--- src/rtl/deser_pkg.sv ---
// Shared types for the deserializer receive controller and its byte queue.
package deser_pkg;

  localparam int unsigned DATA_W = 8;

  typedef enum logic [1:0] {IDLE, LOAD, ACK, WAIT_CLR} ctrl_state_t;

  typedef logic [DATA_W-1:0] byte_t;

endpackage

--- src/rtl/byte_fifo.sv ---
// Show-ahead byte queue: the head is visible on head_o whenever non-empty, 0 otherwise.
module byte_fifo
  import deser_pkg::*;
#(
  parameter int unsigned DEPTH = 8
) (
  input  logic                   clk_i,
  input  logic                   rst_i,
  input  logic                   push_i,
  input  byte_t                  wdata_i,
  input  logic                   pop_i,
  output byte_t                  head_o,
  output logic [$clog2(DEPTH):0] len_o,
  output logic                   full_o,
  output logic                   empty_o
);

  localparam int unsigned AW = $clog2(DEPTH);
  localparam int unsigned LW = AW + 1;

  byte_t          mem_q [DEPTH];
  logic [AW-1:0]  wr_q, wr_d;
  logic [AW-1:0]  rd_q, rd_d;
  logic [LW-1:0]  len_q, len_d;
  logic           pop_ok;

  // Pops on an empty queue are ignored; pushes are never issued while full.
  always_comb begin
    pop_ok = pop_i && (len_q != '0);
    wr_d   = push_i ? wr_q + AW'(1) : wr_q;
    rd_d   = pop_ok ? rd_q + AW'(1) : rd_q;
    len_d  = len_q;
    if (push_i && !pop_ok) begin
      len_d = len_q + LW'(1);
    end else if (!push_i && pop_ok) begin
      len_d = len_q - LW'(1);
    end
  end

  always_ff @(posedge clk_i) begin
    if (rst_i) begin
      wr_q  <= '0;
      rd_q  <= '0;
      len_q <= '0;
    end else begin
      wr_q  <= wr_d;
      rd_q  <= rd_d;
      len_q <= len_d;
    end
  end

  // Storage needs no reset; the pointers alone define valid contents.
  always_ff @(posedge clk_i) begin
    if (push_i) begin
      mem_q[wr_q] <= wdata_i;
    end
  end

  assign empty_o = (len_q == '0);
  assign full_o  = (len_q == LW'(DEPTH));
  assign len_o   = len_q;
  assign head_o  = empty_o ? '0 : mem_q[rd_q];

endmodule

--- src/rtl/deser_rx_ctrl.sv ---
// Drains bytes from the deserializer into a byte queue with a one-cycle ack,
// stalling on a full queue and dropping the byte after a bounded wait.
module deser_rx_ctrl
  import deser_pkg::*;
#(
  parameter int unsigned DEPTH     = 8,
  parameter int unsigned STALL_MAX = 16,
  parameter int unsigned CNT_W     = 8
) (
  input  logic                   clock_100k,
  input  logic                   reset,
  input  byte_t                  des_data,
  input  logic                   des_ready,
  output logic                   des_ack,
  input  logic                   deq_in,
  output byte_t                  data_out,
  output logic [$clog2(DEPTH):0] len_out,
  output logic                   full,
  output logic                   empty,
  output logic                   overflow,
  output logic [CNT_W-1:0]       drop_cnt
);

  localparam int unsigned SW = $clog2(STALL_MAX + 1);

  ctrl_state_t       state_q, state_d;
  logic [SW-1:0]     stall_q, stall_d;
  logic              ack_q, ack_d;
  logic              ovf_q, ovf_d;
  logic [CNT_W-1:0]  drop_cnt_q, drop_cnt_d;
  logic              stall_last;
  logic              push;
  logic              drop;

  assign stall_last = (stall_q == SW'(STALL_MAX - 1));

  always_ff @(posedge clock_100k) begin
    if (reset) begin
      state_q    <= IDLE;
      stall_q    <= '0;
      ack_q      <= 1'b0;
      ovf_q      <= 1'b0;
      drop_cnt_q <= '0;
    end else begin
      state_q    <= state_d;
      stall_q    <= stall_d;
      ack_q      <= ack_d;
      ovf_q      <= ovf_d;
      drop_cnt_q <= drop_cnt_d;
    end
  end

  // Next state and stall counting; the stall counter only runs while IDLE waits on a full queue.
  always_comb begin
    state_d = state_q;
    stall_d = stall_q;
    case (state_q)
      IDLE: begin
        if (des_ready) begin
          if (!full) begin
            state_d = LOAD;
            stall_d = '0;
          end else if (stall_last) begin
            state_d = ACK;
            stall_d = '0;
          end else begin
            stall_d = stall_q + SW'(1);
          end
        end else begin
          stall_d = '0;
        end
      end
      LOAD:     state_d = ACK;
      ACK:      state_d = WAIT_CLR;
      WAIT_CLR: if (!des_ready) state_d = IDLE;
      default:  state_d = IDLE;
    endcase
  end

  // Outputs: ack is registered from the next state so it is high exactly in ACK.
  always_comb begin
    push       = (state_q == LOAD);
    drop       = (state_q == IDLE) && des_ready && full && stall_last;
    ack_d      = (state_d == ACK);
    ovf_d      = ovf_q | drop;
    drop_cnt_d = drop_cnt_q;
    if (drop && (drop_cnt_q != '1)) begin
      drop_cnt_d = drop_cnt_q + CNT_W'(1);
    end
  end

  byte_fifo #(.DEPTH(DEPTH)) u_fifo (
    .clk_i   (clock_100k),
    .rst_i   (reset),
    .push_i  (push),
    .wdata_i (des_data),
    .pop_i   (deq_in),
    .head_o  (data_out),
    .len_o   (len_out),
    .full_o  (full),
    .empty_o (empty)
  );

  assign des_ack  = ack_q;
  assign overflow = ovf_q;
  assign drop_cnt = drop_cnt_q;

endmodule

--- config.mk ---
export PLATFORM = sky130hd
export DESIGN_NAME = deser_rx_ctrl
export DESIGN_NICKNAME = d
export VERILOG_FILES = /design/src/rtl/deser_pkg.sv /design/src/rtl/byte_fifo.sv /design/src/rtl/deser_rx_ctrl.sv
export SDC_FILE = /design/constraint.sdc
export NUM_CORES = 1
export LEC_CHECK = 0
export CAP_MARGIN = 30
export CORE_UTILIZATION = 30
export DETAILED_ROUTE_END_ITERATION = 12
export DONT_BUFFER_PORTS = 1
export GPL_ROUTABILITY_DRIVEN = 0
export SLEW_MARGIN = 10
export SYNTH_ARGS = -nofsm -noshare
export SYNTH_HDL_FRONTEND = slang
export SYNTH_SLANG_ARGS = --single-unit
--- constraint.sdc ---
create_clock -name clock_100k -period 2.9 [get_ports clock_100k]
set_input_delay 0.725 -clock clock_100k [delete_from_list [all_inputs] [get_ports clock_100k]]
set_output_delay 0.725 -clock clock_100k [all_outputs]
set_load 0.02 [all_outputs]
-- After elaboration in Yosys (flattened, before gate mapping)
Memories as Yosys holds them, arrays and structs flattened. A register that Yosys moved wholly into a read port is not among the register bits.
Cells that the tools add are included.
Widths: inputs -> output; s select.
- add/subtract/negate cells: 6
- eq/ne operators: 7
- mux-type cells: 15
- bitwise gates (word level): 1
- reductions and logical operators: 13
- operators with widths (kind ; number):
    $mux 5 ; 3
    $add 8x1->8 const B ; 1
    $mux 2 ; 4
    $mux 4 ; 2
    $mux 8 ; 1
    $ne 8x8->1 const B ; 1
    $pmux 2 s4 ; 1
    $logic_and 1x1->1 ; 7
    $add 3x1->3 const B ; 2
    $eq 2x2->1 const B ; 3
    $mux 3 ; 2
    $add 5x1->5 const B ; 1
    $eq 5x4->1 const B ; 1
    $add 4x1->4 const B ; 1
    $eq 4x4->1 const B ; 1
    $logic_not 4->1 ; 1
    $reduce_bool 4->1 ; 1
    $sub 4x1->4 const B ; 1
    $eq 2x1->1 const B ; 1
    $logic_not 1->1 ; 2
    $logic_not 2->1 ; 1
    $mux 1 ; 2
    $reduce_bool 2->1 ; 1
    $or 1x1->1 ; 1
- flip-flop bits (word level): 27
- RAM bits: 64
- input bits: 12
- word-level logic and storage cells: 51
- memories kept: 1
- memory list (name ; words ; bits a word ; read ports ; clocked after memory_dff ; wr ports ; line ; RTL):
    u_fifo.mem_q ; 8 ; 8 ; 1 ; 1 ; 1 ; byte_fifo.sv:21 ; byte_t mem_q [DEPTH];

-- Depth between registers and ports, before layout
Gate-level depths: netlist (run 1).
- depth in word-level cells: 6
- mapped depth: 9
- depth with buffers taken out: 9

-- Hierarchy
A second synthesis (run 1) with hierarchy kept.
- cell total of the unflattened synthesis: 257
- area total of the unflattened synthesis: 3868.7 um^2
- modules (own cells, without submodules) (module ; times used ; cells each ; area an instance (um^2)):
    byte_fifo ; 1 ; 171 ; 3091.7
    deser_rx_ctrl ; 1 ; 86 ; 777.0

-- Worst setup path before layout (run 1)
No wires, ideal clock.
- path kind: reg2reg
- start point: register u_fifo.len_q[0] (netlist: u_fifo.len_o[0])
- end point: register u_fifo.len_q[3] (netlist: u_fifo.len_o[3])
- library setup time: 0.121 ns
- data arrival time: 2.243 ns
- data required time: 2.779 ns
- path slack: 0.537 ns
- stages on the path, launching flop included: 10
- clock period less this slack: 2.363 ns
- cells stage by stage: dfxtp_1 nor4_1 nand2b_1 ha_1 inv_1 ha_1 a21oi_1 a211oi_1 a31oi_1 mux2_2
- longest elaborated chain between the ends: 5
- elaborated cells between the ends (all ways): 10
- ends and longest elaborated chain (what ; line ; RTL):
    start: declaration ; byte_fifo.sv:24 ; logic [LW-1:0] len_q, len_d;
    start signal: assignment ; byte_fifo.sv:48 ; len_q <= len_d;
    branches (longest 5 deep; another with $sub 4x1->4) ; n/a ;
Parallel ways; which one is timed is not known. The select of a mux whose other input is x is not followed.
A chain may end at the register's enable or synchronous reset.

==> results of run 1 <==
critical path, cell delays in order (launching register included):
cell	delay, ns
dfxtp_1	0.31
buf_4	0.31
mux4_2	0.54
mux2i_1	0.22
nor2_1	0.16
synthesized netlist by cell type (2+ instances only):
cell type  instances
edfxtp_1          64
nor4_1             3
or3_1              4
or4_1              3
nor3_1             3
or3b_2             2
nand3_1            7
o21ai_0            7
ha_1               7
mux4_2            16
a31oi_1            4
o31ai_1            2
xor2_1             4
o41ai_1            2
mux2i_1           12
inv_1              5
a21oi_1           12
nand2_1            9
buf_2              2
clkbuf_1           7
nor2_1            31
dfxtp_1           30
nand2b_1           4
mux2_2             3
nor2b_1            4
buf_1              2
cell type report:
cell class / count / area (um^2) / share of cell area [%]
clock buffer: 11 / 233 / 5.27
clock inverter: 5 / 33.8 / 0.766
inverter: 5 / 18.8 / 0.425
multi-input combinational: 152 / 1280 / 28.9
sequential: 94 / 2520 / 57.2
tap: 172 / 215 / 4.88
timing repair buffer: 15 / 113 / 2.55
cell families after synthesis:
group	after synthesis	share of synthesized area (%)
xor+xnor	5	1.13
flops	94	65.2
compound gates	31	4.85
mux	31	13.3
buf+inv	17	1.91
simple gates	77	10.8
fa+ha+maj	8	2.78
where the power goes:
part           internal, mW  leakage (nW)  total [mW]  switching (mW)
registers              1.51         0.821        1.58          0.0648
clock network         0.582         0.124        1.06           0.480
logic                 0.403         0.469       0.993           0.590
worst max-delay path by stage:
stage / slack [ns] / startpoint / to / cells past startpoint
global placement: 0.42 / u_fifo.len_o[3] / u_fifo.len_o[3] / 9
global route: 0.12 / u_fifo.len_o[3] / u_fifo.len_o[3] / 9
finish: 0.30 / flip-flop / data_out[1] / 4
detailed placement: 0.32 / u_fifo.len_o[3] / u_fifo.len_o[3] / 9
CTS: 0.25 / flip-flop / data_out[1] / 4
floorplan: 0.54 / u_fifo.len_o[0] / u_fifo.len_o[3] / 9
layer usage:
| metal | part of all wire, % | track usage, % |
|---|---|---|
| met5 | 0 | 0 |
| met4 | 1.9 | 5.71 |
| met3 | 5.7 | 4.29 |
| met2 | 50 | 19.5 |
| met1 | 42 | 13.9 |
stage by stage:
stage	hold WS (ns)	utilization, %	std cells	power [mW]
6_report	0.446	35.0	454	3.63
4_1_cts	0.430	35.0	454	3.69
3_3_place_gp	0.434	32.9	438	2.59
5_1_grt	0.430	35.0	454	3.83
2_1_floorplan	0.424	-	263	2.38
3_5_place_dp	0.442	32.9	438	2.61
cells in the final DEF, fill, tap and decap left out, drive strengths merged, types with 2 or more instances in the layout:
master,n
o21ai,7
nand2,9
mux2i,12
xor2,4
or4,3
nor3,3
nand2b,4
nor4b,2
clkinvlp,2
nand4,2
or3b,2
nor2,31
nor2b,4
clkbuf,11
a21oi,12
o31ai,2
a31oi,4
ha,7
nor4,3
buf,15
mux2,3
or3,4
dfxtp,30
nand3,7
inv,7
o41ai,2
mux4,16
edfxtp,64
registers in the layout, indices dropped and copies added (netlist names), named ones only:
| register | count |
|---|---|
| u_fifo.rd_q | 3 |
| state_q | 2 |
| overflow | 1 |
| u_fifo.mem_q | 64 |
| u_fifo.wr_q | 3 |
| u_fifo.len_o | 4 |
| des_ack | 1 |
| drop_cnt | 8 |
| stall_q | 5 |
==> impl_metrics.ini, run 1 <==
[run_status]
status = finished clean

[run]
maxCapViolCount = 0

[floorplanning]
ios = 36
start_util_pct = 30.6
dieArea_um2 = 13300
fp.dieH_um = 116
rows = 41
core-area_um2 = 12600
die_w_um = 116

[critical_path]
criticalPathCategory = reg -> out
cp.arrival_ns = 1.88
r2r_end = u_fifo.len_o[3]
crit_path_end_kind = output port
r2r_start = u_fifo.len_o[3]
worstPathMaxFanout = 16
ff2ff_setup_slack_ns = 0.33
start_kind = flip-flop
rr_worst_depth = 9
cp.required_ns = 2.17

[synth]
synth_top_area_cell = edfxtp_1
synth_async_sr_flop_share_pct = 0
ys_ff_latch = 94
synthDistinctLibCells = 40
synth_cells = 263
synth_enable_flop_cells = 64
syn_area_per_cell_um2 = 14.7
synth_nets = 283
synth_area_um2 = 3870
ys_warn_count = 0
yosysSeqAreaShare_pct = 65.2
synthTopCellsByArea = edfxtp_1, dfxtp_1, mux4_2, mux2i_1, nor2_1
synth_flop_cell = edfxtp_1
synth_top_area_share_pct = 49.7

[clock_tree]
cts_tree = built
clock-root-buffer = clkbuf_16
post-cts-setup-buffers = 0
worstSkewPairLatency_ns = 0.34
cts_hold_buf = 0
cts_buffer_depth = 2
clkSinkCount = 94
postCtsResizedCells = 0
path_clk_slew_ns = 0.06
htreeDepth = 3
numCtsBuffers = 9

[sta]
rsz0062_at_grt = false
finalClockSkew_ns = 0.00856
fin_ws_ns = 0.295
setup_viol = 0
totalNegativeSetupSlack_ns = 0
hold_viol = 0
worst_pin_slew_ns = 0.546
relSlewSlack_pct = 63.5
min_period_ns = 2.60
final.period_utilization_pct = 89.8
max_freq_mhz = 384
drv_slew = 0

[global_route]
grt_max_degree = 31
grt_overflow_total = 0
grt_pass1_vias = 2275
antenna_found_initial = 0
grt_usage_pct = 11.9
grt_pass1_wl_um = 11600

[layout]
fin_area_um2 = 4410
fillers = 1254
nets = 297
layout-drive-gt1-share_pct = 19.1
antenna_cells = 0
areaGrowthSynthToFinish_pct = 14.1

[min_path]
hold_end = stall_q[4]
hold_path.class = reg -> reg
min_from = stall_q[4]
worstHoldPathCells = 1

[route]
drtAntennaViolNets = 0
vias_per_cell = 4.79
drt_first_pass_iters = 4
drtIter0Drc = 143
via_count = 2175
post-route-drc-count = 0
wire_per_inst_um = 16.1
wirelength_um = 7300

[placed_design]
io_buffers = 0
dp_hpwl_um = 4770
place_ws_ns = 0.320
place_area_um2 = 4150

[power]
power_leakage_nw = 1.41
power_per_cell_area_nw_per_um2 = 823
vdd_drop_max_mv = 0.435
Note: power is estimated with default switching activity, not from simulation.
==> run 2: changes to the inputs <==
--- a/config.mk
+++ b/config.mk
@@ -5,11 +5,11 @@
 export SDC_FILE = /design/constraint.sdc
 export NUM_CORES = 1
 export LEC_CHECK = 0
-export CAP_MARGIN = 30
+export ABC_CLOCK_PERIOD_IN_PS = 2900
+export CAP_MARGIN = 40
 export CORE_UTILIZATION = 30
 export DETAILED_ROUTE_END_ITERATION = 12
 export DONT_BUFFER_PORTS = 1
-export GPL_ROUTABILITY_DRIVEN = 0
 export SLEW_MARGIN = 10
 export SYNTH_ARGS = -nofsm -noshare
 export SYNTH_HDL_FRONTEND = slang
==> results of run 2 <==
No change in the layout: final DEF, timing and power equal those of run 1.
